## config.mk

```make
export PLATFORM = sky130hd
export DESIGN_NAME = pkt_rx_unloader_flat
export DESIGN_NICKNAME = d
export VERILOG_FILES = /design/src/rtl/pkt_rx_unloader_if.sv /design/src/rtl/pkt_rx_unloader.sv /design/src/flat_wrapper.sv
export SDC_FILE = /design/constraint.sdc
export NUM_CORES = 1
export LEC_CHECK = 0
export BUFFER_PORTS_ARGS = -buffer_cell sky130_fd_sc_hd__buf_2
export CORE_MARGIN = 1.5
export CORE_UTILIZATION = 34
export CTS_CLUSTER_SIZE = 10
export DETAILED_ROUTE_END_ITERATION = 16
export PLACE_DENSITY_LB_ADDON = 0.3
export SLEW_MARGIN = 20
export SYNTH_ARGS = -nofsm -noshare
export SYNTH_HDL_FRONTEND = slang
export SYNTH_SLANG_ARGS = --single-unit
```

## constraint.sdc

```tcl
create_clock -name clk_156m25 -period 3.8 [get_ports clk_156m25]
set_clock_uncertainty 0.1 [all_clocks]
set_input_delay 0.38 -clock clk_156m25 [delete_from_list [all_inputs] [get_ports clk_156m25]]
set_output_delay 0.38 -clock clk_156m25 [all_outputs]
set_load 0.05 [all_outputs]
```

## src/rtl/pkt_rx_unloader_if.sv

```systemverilog
// Bundle of the MAC RX read port and the downstream valid/ready stream.
// The unloader takes the slave view; the MAC plus the consumer take the master view.
interface pkt_rx_unloader_if;
    logic        pkt_rx_avail;
    logic        pkt_rx_ren;
    logic        pkt_rx_val;
    logic        pkt_rx_sop;
    logic        pkt_rx_eop;
    logic        pkt_rx_err;
    logic [63:0] pkt_rx_data;
    logic [2:0]  pkt_rx_mod;

    logic        out_valid;
    logic        out_ready;
    logic [63:0] out_data;
    logic        out_sop;
    logic        out_eop;
    logic        out_err;
    logic [2:0]  out_mod;

    modport master (
        output pkt_rx_avail, pkt_rx_val, pkt_rx_sop, pkt_rx_eop, pkt_rx_err,
               pkt_rx_data, pkt_rx_mod, out_ready,
        input  pkt_rx_ren, out_valid, out_data, out_sop, out_eop, out_err, out_mod
    );

    modport slave (
        input  pkt_rx_avail, pkt_rx_val, pkt_rx_sop, pkt_rx_eop, pkt_rx_err,
               pkt_rx_data, pkt_rx_mod, out_ready,
        output pkt_rx_ren, out_valid, out_data, out_sop, out_eop, out_err, out_mod
    );
endinterface

```

## src/rtl/pkt_rx_unloader.sv

```systemverilog
// Pulls packets out of a MAC RX buffer into a 4-entry FIFO feeding a valid/ready stream,
// with packet framing checks, length tracking and statistics.
module pkt_rx_unloader #(
    parameter int CNT_W = 32
) (
    input  logic             clk_156m25,
    input  logic             reset_156m25_n,
    pkt_rx_unloader_if.slave bus,
    output logic [CNT_W-1:0] stat_pkt_cnt,
    output logic [CNT_W-1:0] stat_err_cnt,
    output logic [CNT_W-1:0] stat_drop_cnt,
    output logic [15:0]      last_len,
    output logic             proto_err
);
    typedef enum logic {
        ST_IDLE = 1'b0,
        ST_READ = 1'b1
    } state_t;

    typedef struct packed {
        logic [63:0] data;
        logic        sop;
        logic        eop;
        logic        err;
        logic [2:0]  mod;
    } entry_t;

    localparam logic [CNT_W-1:0] CNT_ONE = {{(CNT_W-1){1'b0}}, 1'b1};

    state_t           state_q, state_d;
    logic             ren_q, ren_d;
    entry_t           fifo_q [4];
    logic [1:0]       wr_ptr_q, rd_ptr_q;
    logic [2:0]       count_q, count_d;
    logic             in_pkt_q;
    logic [15:0]      len_q, len_d;
    logic             err_seen_q;
    logic [CNT_W-1:0] pkt_cnt_q, err_cnt_q, drop_cnt_q;
    logic [15:0]      last_len_q;
    logic             proto_err_q;

    logic             fifo_full, fifo_empty;
    logic             push, pop, drop;
    logic             err_acc;
    logic [3:0]       word_bytes;
    logic [16:0]      len_sum;
    entry_t           rx_word, head;

    always_comb begin
        rx_word    = '{data: bus.pkt_rx_data, sop: bus.pkt_rx_sop, eop: bus.pkt_rx_eop,
                       err: bus.pkt_rx_err, mod: bus.pkt_rx_mod};
        fifo_full  = (count_q == 3'd4);
        fifo_empty = (count_q == 3'd0);
        pop        = !fifo_empty && bus.out_ready;
        // A word is stored only if there is room and it belongs to a packet.
        push       = bus.pkt_rx_val && !fifo_full && (bus.pkt_rx_sop || in_pkt_q);
        drop       = bus.pkt_rx_val && !push;
        count_d    = count_q + {2'b00, push} - {2'b00, pop};

        word_bytes = (bus.pkt_rx_eop && bus.pkt_rx_mod != 3'd0) ? {1'b0, bus.pkt_rx_mod} : 4'd8;
        len_sum    = (bus.pkt_rx_sop ? 17'd0 : {1'b0, len_q}) + {13'd0, word_bytes};
        len_d      = len_sum[16] ? 16'hFFFF : len_sum[15:0];
        err_acc    = (bus.pkt_rx_sop ? 1'b0 : err_seen_q) | bus.pkt_rx_err;

        state_d = state_q;
        case (state_q)
            ST_IDLE: if (bus.pkt_rx_avail) state_d = ST_READ;
            ST_READ: if (bus.pkt_rx_val && bus.pkt_rx_eop && !bus.pkt_rx_avail) state_d = ST_IDLE;
            default: state_d = ST_IDLE;
        endcase

        // Next cycle's in-flight read is this cycle's ren, so budget against count_d + ren_q.
        ren_d = (state_d == ST_READ) && (({1'b0, count_d} + {3'b000, ren_q}) <= 4'd2);
    end

    always_ff @(posedge clk_156m25 or negedge reset_156m25_n) begin
        if (!reset_156m25_n) begin
            for (int i = 0; i < 4; i++) fifo_q[i] <= '0;
        end else if (push) begin
            fifo_q[wr_ptr_q] <= rx_word;
        end
    end

    always_ff @(posedge clk_156m25 or negedge reset_156m25_n) begin
        if (!reset_156m25_n) begin
            state_q     <= ST_IDLE;
            ren_q       <= 1'b0;
            wr_ptr_q    <= 2'd0;
            rd_ptr_q    <= 2'd0;
            count_q     <= 3'd0;
            in_pkt_q    <= 1'b0;
            len_q       <= 16'd0;
            err_seen_q  <= 1'b0;
            pkt_cnt_q   <= '0;
            err_cnt_q   <= '0;
            drop_cnt_q  <= '0;
            last_len_q  <= 16'd0;
            proto_err_q <= 1'b0;
        end else begin
            state_q <= state_d;
            ren_q   <= ren_d;
            count_q <= count_d;
            if (push) wr_ptr_q <= wr_ptr_q + 2'd1;
            if (pop)  rd_ptr_q <= rd_ptr_q + 2'd1;

            if (drop) begin
                drop_cnt_q  <= drop_cnt_q + CNT_ONE;
                proto_err_q <= 1'b1;
            end

            if (push) begin
                // An sop inside a packet silently truncates the previous one.
                if (bus.pkt_rx_sop && in_pkt_q) proto_err_q <= 1'b1;
                len_q      <= len_d;
                err_seen_q <= err_acc;
                if (bus.pkt_rx_eop) begin
                    in_pkt_q   <= 1'b0;
                    last_len_q <= len_d;
                    pkt_cnt_q  <= pkt_cnt_q + CNT_ONE;
                    if (err_acc) err_cnt_q <= err_cnt_q + CNT_ONE;
                end else begin
                    in_pkt_q <= 1'b1;
                end
            end
        end
    end

    assign head          = fifo_q[rd_ptr_q];
    assign bus.pkt_rx_ren = ren_q;
    assign bus.out_valid = !fifo_empty;
    assign bus.out_data  = fifo_empty ? 64'd0 : head.data;
    assign bus.out_sop   = !fifo_empty && head.sop;
    assign bus.out_eop   = !fifo_empty && head.eop;
    assign bus.out_err   = !fifo_empty && head.err;
    assign bus.out_mod   = fifo_empty ? 3'd0 : head.mod;

    assign stat_pkt_cnt  = pkt_cnt_q;
    assign stat_err_cnt  = err_cnt_q;
    assign stat_drop_cnt = drop_cnt_q;
    assign last_len      = last_len_q;
    assign proto_err     = proto_err_q;
endmodule

```

## src/flat_wrapper.sv

```systemverilog
// flat-port wrapper written by rule: the top's interface ports become plain ports
module pkt_rx_unloader_flat 
#(
    parameter int CNT_W = 32
)
  (clk_156m25, reset_156m25_n, stat_pkt_cnt, stat_err_cnt, stat_drop_cnt, last_len, proto_err, bus_pkt_rx_avail, bus_pkt_rx_val, bus_pkt_rx_sop, bus_pkt_rx_eop, bus_pkt_rx_err, bus_pkt_rx_data, bus_pkt_rx_mod, bus_out_ready, bus_pkt_rx_ren, bus_out_valid, bus_out_data, bus_out_sop, bus_out_eop, bus_out_err, bus_out_mod);
  pkt_rx_unloader_if bus_i ();
  input  logic clk_156m25;
  input  logic reset_156m25_n;
  output logic [CNT_W-1:0] stat_pkt_cnt;
  output logic [CNT_W-1:0] stat_err_cnt;
  output logic [CNT_W-1:0] stat_drop_cnt;
  output logic [15:0] last_len;
  output logic proto_err;
  input wire logic [$bits(bus_i.pkt_rx_avail)-1:0] bus_pkt_rx_avail;
  input wire logic [$bits(bus_i.pkt_rx_val)-1:0] bus_pkt_rx_val;
  input wire logic [$bits(bus_i.pkt_rx_sop)-1:0] bus_pkt_rx_sop;
  input wire logic [$bits(bus_i.pkt_rx_eop)-1:0] bus_pkt_rx_eop;
  input wire logic [$bits(bus_i.pkt_rx_err)-1:0] bus_pkt_rx_err;
  input wire logic [$bits(bus_i.pkt_rx_data)-1:0] bus_pkt_rx_data;
  input wire logic [$bits(bus_i.pkt_rx_mod)-1:0] bus_pkt_rx_mod;
  input wire logic [$bits(bus_i.out_ready)-1:0] bus_out_ready;
  output wire logic [$bits(bus_i.pkt_rx_ren)-1:0] bus_pkt_rx_ren;
  output wire logic [$bits(bus_i.out_valid)-1:0] bus_out_valid;
  output wire logic [$bits(bus_i.out_data)-1:0] bus_out_data;
  output wire logic [$bits(bus_i.out_sop)-1:0] bus_out_sop;
  output wire logic [$bits(bus_i.out_eop)-1:0] bus_out_eop;
  output wire logic [$bits(bus_i.out_err)-1:0] bus_out_err;
  output wire logic [$bits(bus_i.out_mod)-1:0] bus_out_mod;
  assign bus_i.pkt_rx_avail = bus_pkt_rx_avail;
  assign bus_i.pkt_rx_val = bus_pkt_rx_val;
  assign bus_i.pkt_rx_sop = bus_pkt_rx_sop;
  assign bus_i.pkt_rx_eop = bus_pkt_rx_eop;
  assign bus_i.pkt_rx_err = bus_pkt_rx_err;
  assign bus_i.pkt_rx_data = bus_pkt_rx_data;
  assign bus_i.pkt_rx_mod = bus_pkt_rx_mod;
  assign bus_i.out_ready = bus_out_ready;
  assign bus_pkt_rx_ren = bus_i.pkt_rx_ren;
  assign bus_out_valid = bus_i.out_valid;
  assign bus_out_data = bus_i.out_data;
  assign bus_out_sop = bus_i.out_sop;
  assign bus_out_eop = bus_i.out_eop;
  assign bus_out_err = bus_i.out_err;
  assign bus_out_mod = bus_i.out_mod;
  pkt_rx_unloader #(.CNT_W(CNT_W)) u_core (.clk_156m25(clk_156m25), .reset_156m25_n(reset_156m25_n), .bus(bus_i), .stat_pkt_cnt(stat_pkt_cnt), .stat_err_cnt(stat_err_cnt), .stat_drop_cnt(stat_drop_cnt), .last_len(last_len), .proto_err(proto_err));
endmodule
```

==> results.toml, run 1 <==
[status]
outcome = "complete, no violations"

[worst_setup_path]
critPathBufInv = 2
cp_slowest_cell = "dfrtp_4"
crit_arrival_ns = 2.63
rrSetupSlack_ns = 0.82
critPathCaptureType = "primary output"
cp.required_ns = 3.32
r2r_end = "u_core.bus.pkt_rx_ren$_DFF_PN0_"
critPathTopFamily = "flip-flops"
r2r_cells = 10
worstPathCellList = "buf_12, mux4_2, and2_1, buf_2"
rr_startpoint = "u_core.count_q[1]$_DFF_PN0_"
worst-path-stages = 4
cp_max_fo = 29
crit_type = "reg -> out"
slowest_delay_ns = 0.75
cp-start-kind = "flip-flop"

[global_routing]
antenna_found_initial = 0
grtUsageTotal_pct = 16.2
grt_overflow = 0
grt_pass1_vias = 13204
grt_start_max_net_pins = 107
grt_pass1_wl_um = 74200

[sta]
max_freq_ghz = 0.322
setup_violations = 0
maxSlewHeadroom_pct = 38.9
tightest_slew_ns = 0.916
tns_ns = 0
slew_violations = 0
finalHoldViolCount = 0
layout_min_cycle_time_ns = 3.11
rsz0062_at_grt = "false"
setup_ws_ns = 0.695
period_share_pct = 81.7

[die]
rows = 87
die_area_um2 = 58200
die_h_um = 241
fp.coreArea_um2 = 56300
die_w_um = 241
start_util_pct = 34.3
io_pins = 260

[finish]
diodes = 0
area_delta_synth_final_pct = 22.5
fillers = 5301
multi_input_area_um2 = 8390
seqCellArea_um2 = 10500
layout_common_cells = "dfrtp_1 (418), buf_2 (258), mux2_2 (253)"
final_cell_area_um2 = 23700
layout_commonest_cell = "dfrtp_1"
nets = 1842
drive_above_1_share_pct = 39.2

[place]
port_buffers = 259
hpwl_um = 29800
place_area_um2 = 21600
gp_congestion = 0.746
dp_slack_ns = 0.794

[yosys]
synth.distinct_cells = 65
synth_area_um2 = 19300
synth_flop_cell = "dfrtp_1"
synth_fp_nets = 1511
yosysTopAreaCellShare_pct = 54.4
synth.area.top_cells = "dfrtp_1 (54%), mux2_2 (15%), mux4_2 (8.2%)"
synth_top_area_cell = "dfrtp_1"
seq_area_frac_synth_pct = 54.4
yosysWarnings = 0
postSynthAreaPerCell_um2 = 13.6
yosys_register_bits = 420
synthCells = 1419
synth_edf_count = 0
async_reset_ff_share_pct = 100

[min_path]
holdCritStartpoint = "bus_pkt_rx_val"
min_path_cells = 3
hold_end = "u_core.proto_err$_DFF_PN0_"
hold_path.class = "in -> reg"

[drt]
first_iter_violations = 573
drt-total-wl_um = 46500
avgRoutedWirePerCell_um = 18.4
dr_total_vias = 12552
drt-vias-per-instance = 4.98
dr.pass1.iters = 6
ant_nets = 0
drc = 0

[pwr]
cellLeakagePower_nw = 10.7
peakVddDrop_mv = 0.571
power_mw = 21.7
powerDensity_nw_per_um2 = 917

[cts]
clk_latency_ns = 0.57
root_buffer = "clkbuf_16"
post_cts_buffers = 0
clk_pin_slew_ns = 0.06
cts_buffer_depth = 3
cts_tree = "built"
cts_made_buffers = 50
postCtsResizedCells = 0
clock-sinks = 420
h-tree-depth = 2

[flow_run]
max_cap_violations = 0
==> worst min-delay path, stage by stage <==
cell	delay, ns
buf_2	0.16
o21ai_0	0.09
nand2b_1	0.06
==> how the worst max path moves through the flow <==
stage / startpoint / slack, ns / end
floorplan: bus_pkt_rx_sop / 0.81 / u_core.last_len[12]$_DFFE_PN0P_
global placement: u_core.count_q[1]$_DFF_PN0_ / 0.84 / u_core.bus.pkt_rx_ren$_DFF_PN0_
detailed placement: u_core.count_q[1]$_DFF_PN0_ / 0.79 / u_core.bus.pkt_rx_ren$_DFF_PN0_
CTS: u_core.rd_ptr_q[0]$_DFFE_PN0P_ / 0.54 / bus_out_data[16]
global route: u_core.rd_ptr_q[0]$_DFFE_PN0P_ / 0.47 / bus_out_data[16]
finish: u_core.rd_ptr_q[0]$_DFFE_PN0P_ / 0.69 / bus_out_data[29]
==> cell usage after synthesis, drive strengths merged, types with 3 or more instances <==
cell	number
inv	14
o22a	6
nand2	81
nand4	37
mux2	277
xor2	27
ha	15
and2	77
nand2b	3
o211ai	3
a21oi	17
o31ai	4
dfrtp	420
and4	12
nor2	49
clkbuf	29
a21o	3
or2	3
o21ai	22
nor3	8
or3	3
nor4	5
mux2i	5
and3	22
nand3	44
xnor2	76
nor2b	10
buf	49
mux4	70
==> area by class of cell <==
class	count	area share, %
repair buffers	357	9.91
flip-flops and latches	420	44.5
multi-input cells	907	35.5
well taps	756	4.00
clock inverters	6	0.365
clock buffers	61	5.59
inverters	14	0.222
==> through the flow <==
| stage | instances | util, % | hold WS (ns) |
|---|---|---|---|
| finish | 2521 | 42.0 | 0.0598 |
| global route | 2521 | 42.0 | 0.0483 |
| CTS | 2521 | 42.0 | 0.00463 |
| detailed placement | 2388 | 38.4 | 0.361 |
| global placement | 2388 | 38.4 | 0.356 |
| floorplan | 1419 | - | -0.0156 |
==> sequential cells by signal, summed over array words and instances (netlist names) <==
name and cells:
u_core.state_q 1, u_core.rd_ptr_q 2, u_core.err_seen_q 1, u_core.in_pkt_q 1, u_core.fifo_q 280, u_core.len_q 16
u_core.stat_err_cnt 32, u_core.count_q 3, u_core.bus.pkt_rx_ren 1, u_core.proto_err 1, u_core.stat_pkt_cnt 32, u_core.stat_drop_cnt 32
u_core.wr_ptr_q 2, u_core.last_len 16
==> what timing repair did <==
action                                 CTS  global route
setup endpoints to repair                0             0
endpoints found under the hold margin  355             0
hold buffers                            66             0
==> logic make-up (layout without fill, tap and decap cells) <==
logic type | Yosys count | after routing | synth area share, %
and+or+nand+nor | 358 | 358 | 10.3
muxes | 352 | 352 | 24.6
xor gates and xnor gates | 103 | 103 | 4.67
buffers and inverters | 92 | 438 | 2.22
DFF | 420 | 420 | 54.4
adders and majority gates | 17 | 17 | 1.18
AOI/OAI and AO/OA | 77 | 77 | 2.66
==> power breakdown <==
part / internal (mW) / leakage, nW / switching (mW)
clock: 2.55 / 0.687 / 1.79
sequential: 6.25 / 5.21 / 1.09
combinational: 4.05 / 4.84 / 5.98
==> routing by layer <==
metal  part of all wire (%)  up-vias  global-route usage [%]
met3                    6.7       71                    4.81
met2                     46      249                    25.6
met4                    2.5        0                    4.91
met1                     45     6487                    21.4
li1                       -     5745                       -
met5                      0        -                       0
Note: power is estimated with default switching activity, not from simulation.
==> inputs of run 2 (changes only) <==
ABC_AREA = 1   (was unset)
clock period = 2.8 ns   (was 3.8 ns; I/O delays follow)
==> run 2 against run 1 <==
  * Cell area grew 6.1%
  * Via count up 45%
  * Power rose by 33%
  * Die area grew 6.4%
  * Worst hold slack got worse by 0.025 ns
  * Count of clock-buffer cells in the layout rose by 8
  * Clock power is 44% higher
  * Register-to-register slack lost 0.56 ns
  * Combinational power increased by 32%
  * Sequential share of layout area decreased by 2.6 points
==> results.toml, run 2 <==
[status]
outcome = "complete, no violations"

[finish]
largest_reg_flops = 280
area_delta_synth_final_pct = 22.1
fillers = 6065
largest-register = "u_core.fifo_q"
layout_commonest_cell = "nand2_1"
nets = 3073
layout_common_cells = "nand2_1 (763), nor2_1 (428), dfrtp_1 (418)"
drive_above_1_share_pct = 13.1
diodes = 0
final_cell_area_um2 = 25100

[place]
port_buffers = 259
place_area_um2 = 22800
gp_congestion = 0.886
hpwl_um = 37400

[yosys]
synthCells = 2687
synth_fp_nets = 2779
postSynthAreaPerCell_um2 = 7.65
synth_flop_cell = "dfrtp_1"
async_reset_ff_share_pct = 100
seq_area_frac_synth_pct = 51.1
synth_common_cells = "nand2_1 (765), nor2_1 (428), dfrtp_1 (420)"
yosysMostFrequentCell = "nand2_1"
synth.distinct_cells = 33
synth_area_um2 = 20600
yosysWarnings = 0
synth_top_area_cell = "dfrtp_1"
synth_edf_count = 0
yosysTopAreaCellShare_pct = 51.1
synth.area.top_cells = "dfrtp_1 (51%), nand2_1 (14%), o21ai_0 (9.7%)"
yosys_register_bits = 420

[worst_setup_path]
cp.required_ns = 2.42
r2r_end = "u_core.bus.pkt_rx_ren$_DFF_PN0_"
r2r_cells = 12
crit_arrival_ns = 2.29
cp-start-kind = "flip-flop"
critPathCaptureType = "primary output"
worstPathCellList = "clkinv_2, buf_16, o21ai_0, a21oi_1, buf_2"
rrSetupSlack_ns = 0.26
cp_slowest_cell = "dfrtp_4"
cp_max_fo = 44
crit_type = "reg -> out"
rr_startpoint = "u_core.count_q[1]$_DFF_PN0_"
slowest_delay_ns = 0.47

[cts]
h-tree-depth = 2
post_cts_buffers = 0
cts_tree = "built"
clk_pin_slew_ns = 0.05
cts_buffer_depth = 3
root_buffer = "clkbuf_16"
clock-sinks = 420
clk_latency_ns = 0.58
cts_made_buffers = 52

[drt]
drc = 0
first_iter_violations = 1370
drt-total-wl_um = 59300
dr_total_vias = 18159
routed.top_layer = "met5"
wl_met3_um = 3380
route.met2.wl_um = 27500
avgRoutedWirePerCell_um = 15.7
dr.pass1.iters = 6
wl_met1_um = 27300
ant_nets = 0
drt-vias-per-instance = 4.81

[pwr]
peakVddDrop_mv = 0.638
powerDensity_nw_per_um2 = 1150
cellLeakagePower_nw = 12.4
power_mw = 28.9

[die]
die_h_um = 249
die_area_um2 = 62000
start_util_pct = 34.7
io_pins = 260
die_w_um = 249
fp.coreArea_um2 = 59400
rows = 89

[min_path]
hold_path.class = "in -> reg"
hold_end = "u_core.fifo_q[71]$_DFFE_PN0P_"
min_path_cells = 3
holdCritStartpoint = "bus_pkt_rx_mod[1]"

[sta]
rsz0062_at_grt = "false"
max_freq_ghz = 0.375
tightest_slew_ns = 0.747
maxSlewHeadroom_pct = 49.8
period_share_pct = 95.3
slew_violations = 0
hold_ws_ns = 0.0351
layout_min_cycle_time_ns = 2.67
tns_ns = 0
setup_violations = 0
finalHoldViolCount = 0

[global_routing]
grtUsageTotal_pct = 19.0
grt_start_max_net_pins = 99
antenna_found_initial = 3
grt_overflow = 0
grt_pass1_wl_um = 96200
grt_pass1_vias = 17644

[flow_run]
max_cap_violations = 0
==> run 2: cell types whose count changed in the layout (fill, tap and decap cells not counted), sizes merged, moves of 70 or more <==
| cell | previous run | this run |
|---|---|---|
| inv | 15 | 199 |
| and2 | 77 | 1 |
| mux4 | 70 | 0 |
| nor2 | 49 | 433 |
| o21ai | 22 | 436 |
| mux2 | 277 | 0 |
| nand2 | 81 | 769 |
==> run 2: repair_timing <==
item	CTS	global route
hold endpoints to repair	586	0
hold buffers	69	0
setup endpoints to repair	70	5
cloned	0	1
resized for setup	1	3
==> run 2: worst max-delay path by stage <==
stage / from / endpoint / slack, ns / depth (start not counted)
finish: u_core.rd_ptr_q[0]$_DFFE_PN0P_ / bus_out_mod[2] / 0.13 / 5
global route: u_core.rd_ptr_q[0]$_DFFE_PN0P_ / bus_out_mod[2] / 0.0004 / 6
CTS: u_core.rd_ptr_q[0]$_DFFE_PN0P_ / bus_out_data[3] / 0.03 / 5
detailed placement: bus_pkt_rx_mod[1] / u_core.len_q[15]$_DFFE_PN0N_ / 0.23 / 15
global placement: bus_pkt_rx_mod[1] / u_core.len_q[3]$_DFFE_PN0N_ / 0.28 / 15
floorplan: u_core.count_q[1]$_DFF_PN0_ / u_core.bus.pkt_rx_ren$_DFF_PN0_ / 0.05 / 12
==> run 2: worst max-delay path: cells and delay by family, from the launching register on <==
kind	cells	cell delay, ns
AO/OA/AOI/OAI	2	0.56
buffers and inverters	3	0.68
flip-flops	1	0.47
==> run 2: routing by layer <==
layer	vias up	global-route usage, %
met3	82	3.79
met2	408	31.3
met4	6	4.47
li1	9100	-
met1	8563	25.7
met5	-	0
==> run 2: cell type report <==
cell class / count / area (um^2) / share of cell area, %
tap: 773 / 967 / 3.85
clock buffer: 69 / 1460 / 5.80
timing repair buffer: 373 / 2620 / 10.4
multi-input combinational: 1935 / 8730 / 34.7
sequential: 420 / 10500 / 41.9
inverter: 199 / 748 / 2.98
clock inverter: 7 / 85.1 / 0.339
==> run 2: report_power, final <==
part	leakage, nW	total [mW]	switching [mW]	internal [mW]
combinational	6.29	13.2	9.63	3.61
sequential	5.35	9.37	1.17	8.19
clock	0.742	6.25	2.57	3.68
total	12.4	28.9	13.4	15.5
==> run 2: per-stage QoR <==
| stage | util, % | setup WS [ns] | std cells |
|---|---|---|---|
| after floorplan | - | 0.0499 | 2687 |
| after global placement | 38.5 | 0.277 | 3630 |
| after detailed placement | 38.5 | 0.228 | 3630 |
| after CTS | 42.2 | 0.0277 | 3775 |
| after global routing | 42.3 | 0.000360 | 3776 |
| final | 42.3 | 0.132 | 3776 |
==> run 2: kinds of logic after synthesis <==
kind of cell    synth area share [%]
compound gates                  12.6
xor+xnor                        2.81
fa+ha+maj                       1.11
buf+inv                         6.65
flops                           51.1
simple gates                    25.7
==> inputs of run 3 (changes only) <==
MAX_ROUTING_LAYER = met4   (was unset)
==> run 3 against run 2 <==
  * Maximum frequency is 0.28% lower
  * Worst hold slack worse by 0.0017 ns
  * Non-clock buffer count stayed put
  * Highest routed layer is now met4
  * Sequential share of layout area hardly changed
  * Cell count hardly changed
  * Global-route usage is 0.57 points higher
==> results.toml, run 3 (same netlist as run 2, synthesis figures left out) <==
[status]
outcome = "complete, no violations"

[die]
fp.coreArea_um2 = 59400
die_w_um = 249
rows = 89
die_area_um2 = 62000
start_util_pct = 34.7
die_h_um = 249
io_pins = 260

[worst_setup_path]
rrSetupSlack_ns = 0.27
cp.required_ns = 2.42
crit_arrival_ns = 2.30
r2r_cells = 12
critPathCaptureType = "primary output"
cp_max_fo = 44
r2r_end = "u_core.bus.pkt_rx_ren$_DFF_PN0_"
crit_type = "reg -> out"
cp-start-kind = "flip-flop"
rr_startpoint = "u_core.count_q[1]$_DFF_PN0_"

[cts]
clk_pin_slew_ns = 0.05
clock-sinks = 420
post_cts_buffers = 0
h-tree-depth = 2
cts_buffer_depth = 3
cts_made_buffers = 52
cts_tree = "built"
root_buffer = "clkbuf_16"
clk_latency_ns = 0.59

[global_routing]
grt_pass1_wl_um = 96200
grt_pass1_vias = 17629
antenna_found_initial = 3
grt_overflow = 0
grtUsageTotal_pct = 19.6
grt_start_max_net_pins = 99

[finish]
layout_common_cells = "nand2_1 (763), nor2_1 (428), dfrtp_1 (418)"
final_cell_area_um2 = 25100
layout_commonest_cell = "nand2_1"
largest_reg_flops = 280
drive_above_1_share_pct = 13.1
largest-register = "u_core.fifo_q"
nets = 3073
area_delta_synth_final_pct = 22.1

[min_path]
min_path_cells = 3
hold_end = "u_core.fifo_q[71]$_DFFE_PN0P_"
holdCritStartpoint = "bus_pkt_rx_mod[1]"
hold_path.class = "in -> reg"

[flow_run]
max_cap_violations = 0

[drt]
dr_total_vias = 18214
first_iter_violations = 1364
drc = 0
drt-vias-per-instance = 4.82
drt-total-wl_um = 59400
ant_nets = 0
avgRoutedWirePerCell_um = 15.7
dr.pass1.iters = 6

[sta]
max_freq_ghz = 0.374
setup_violations = 0
tns_ns = 0
slew_violations = 0
setup_ws_ns = 0.124
tightest_slew_ns = 0.748
period_share_pct = 95.6
hold_ws_ns = 0.0334
maxSlewHeadroom_pct = 49.7
layout_min_cycle_time_ns = 2.68
finalHoldViolCount = 0
rsz0062_at_grt = "false"

[pwr]
cellLeakagePower_nw = 12.4
peakVddDrop_mv = 0.638
powerDensity_nw_per_um2 = 1150

[place]
hpwl_um = 37400
dp_slack_ns = 0.228
gp_congestion = 0.901
port_buffers = 259
place_area_um2 = 22800
## run 3: how the worst max path moves through the flow
stage                                         startpoint                         endpoint  slack (ns)  cells after the start
after floorplan              u_core.count_q[1]$_DFF_PN0_  u_core.bus.pkt_rx_ren$_DFF_PN0_        0.05                     12
after global placement                 bus_pkt_rx_mod[1]      u_core.len_q[3]$_DFFE_PN0N_        0.28                     15
after detailed placement               bus_pkt_rx_mod[1]     u_core.len_q[15]$_DFFE_PN0N_        0.23                     15
after CTS                 u_core.rd_ptr_q[0]$_DFFE_PN0P_                  bus_out_data[3]        0.03                      5
after global routing      u_core.rd_ptr_q[0]$_DFFE_PN0P_                   bus_out_mod[2]      0.0004                      6
final                     u_core.rd_ptr_q[0]$_DFFE_PN0P_                   bus_out_mod[2]        0.12                      5
## run 3: power breakdown
part | internal [mW] | total, mW | switching [mW]
registers | 8.19 | 9.37 | 1.18
clock network | 3.68 | 6.25 | 2.57
logic | 3.61 | 13.3 | 9.64
## run 3: layout make-up
class	instances	area, um^2
multi-input cells	1935	8730
flip-flops and latches	420	10500
repair buffers	373	2620
diodes	3	7.51
well taps	773	967
clock buffers	69	1460
inverters	199	748
fillers	6064	34200
clock inverters	7	85.1
## run 3: what timing repair did
action                     in CTS  in global routing
gates resized for setup         1                  3
hold endpoints to repair      586                  0
cloned                          0                  1
setup endpoints to repair      70                  5
hold buffers                   69                  0
pin swaps                       0                  0
## run 3: routing by layer
metal  wire length (um)  vias to the layer above  GRT usage (%)
met3               3200                       74           3.74
li1                   -                     9106              -
met4               1070                        0           4.47
met1              27700                     8638           25.7
met5                  0                        -              -
met2              27400                      396           31.3
## run 3: worst max-delay path, stage by stage, from the launching register on
cell      delay, ns
dfrtp_4        0.47
clkinv_2       0.18
buf_16         0.24
o21ai_0        0.41
a21oi_1        0.15
buf_2          0.25
## run 3: metrics by stage
step	util, %	total power, mW	instances
detailed placement	38.5	22.6	3630
finish	42.3	28.9	3779
global route	42.3	30.9	3779
global placement	38.5	22.5	3630
floorplan	-	18.9	2687
CTS	42.2	29.1	3775
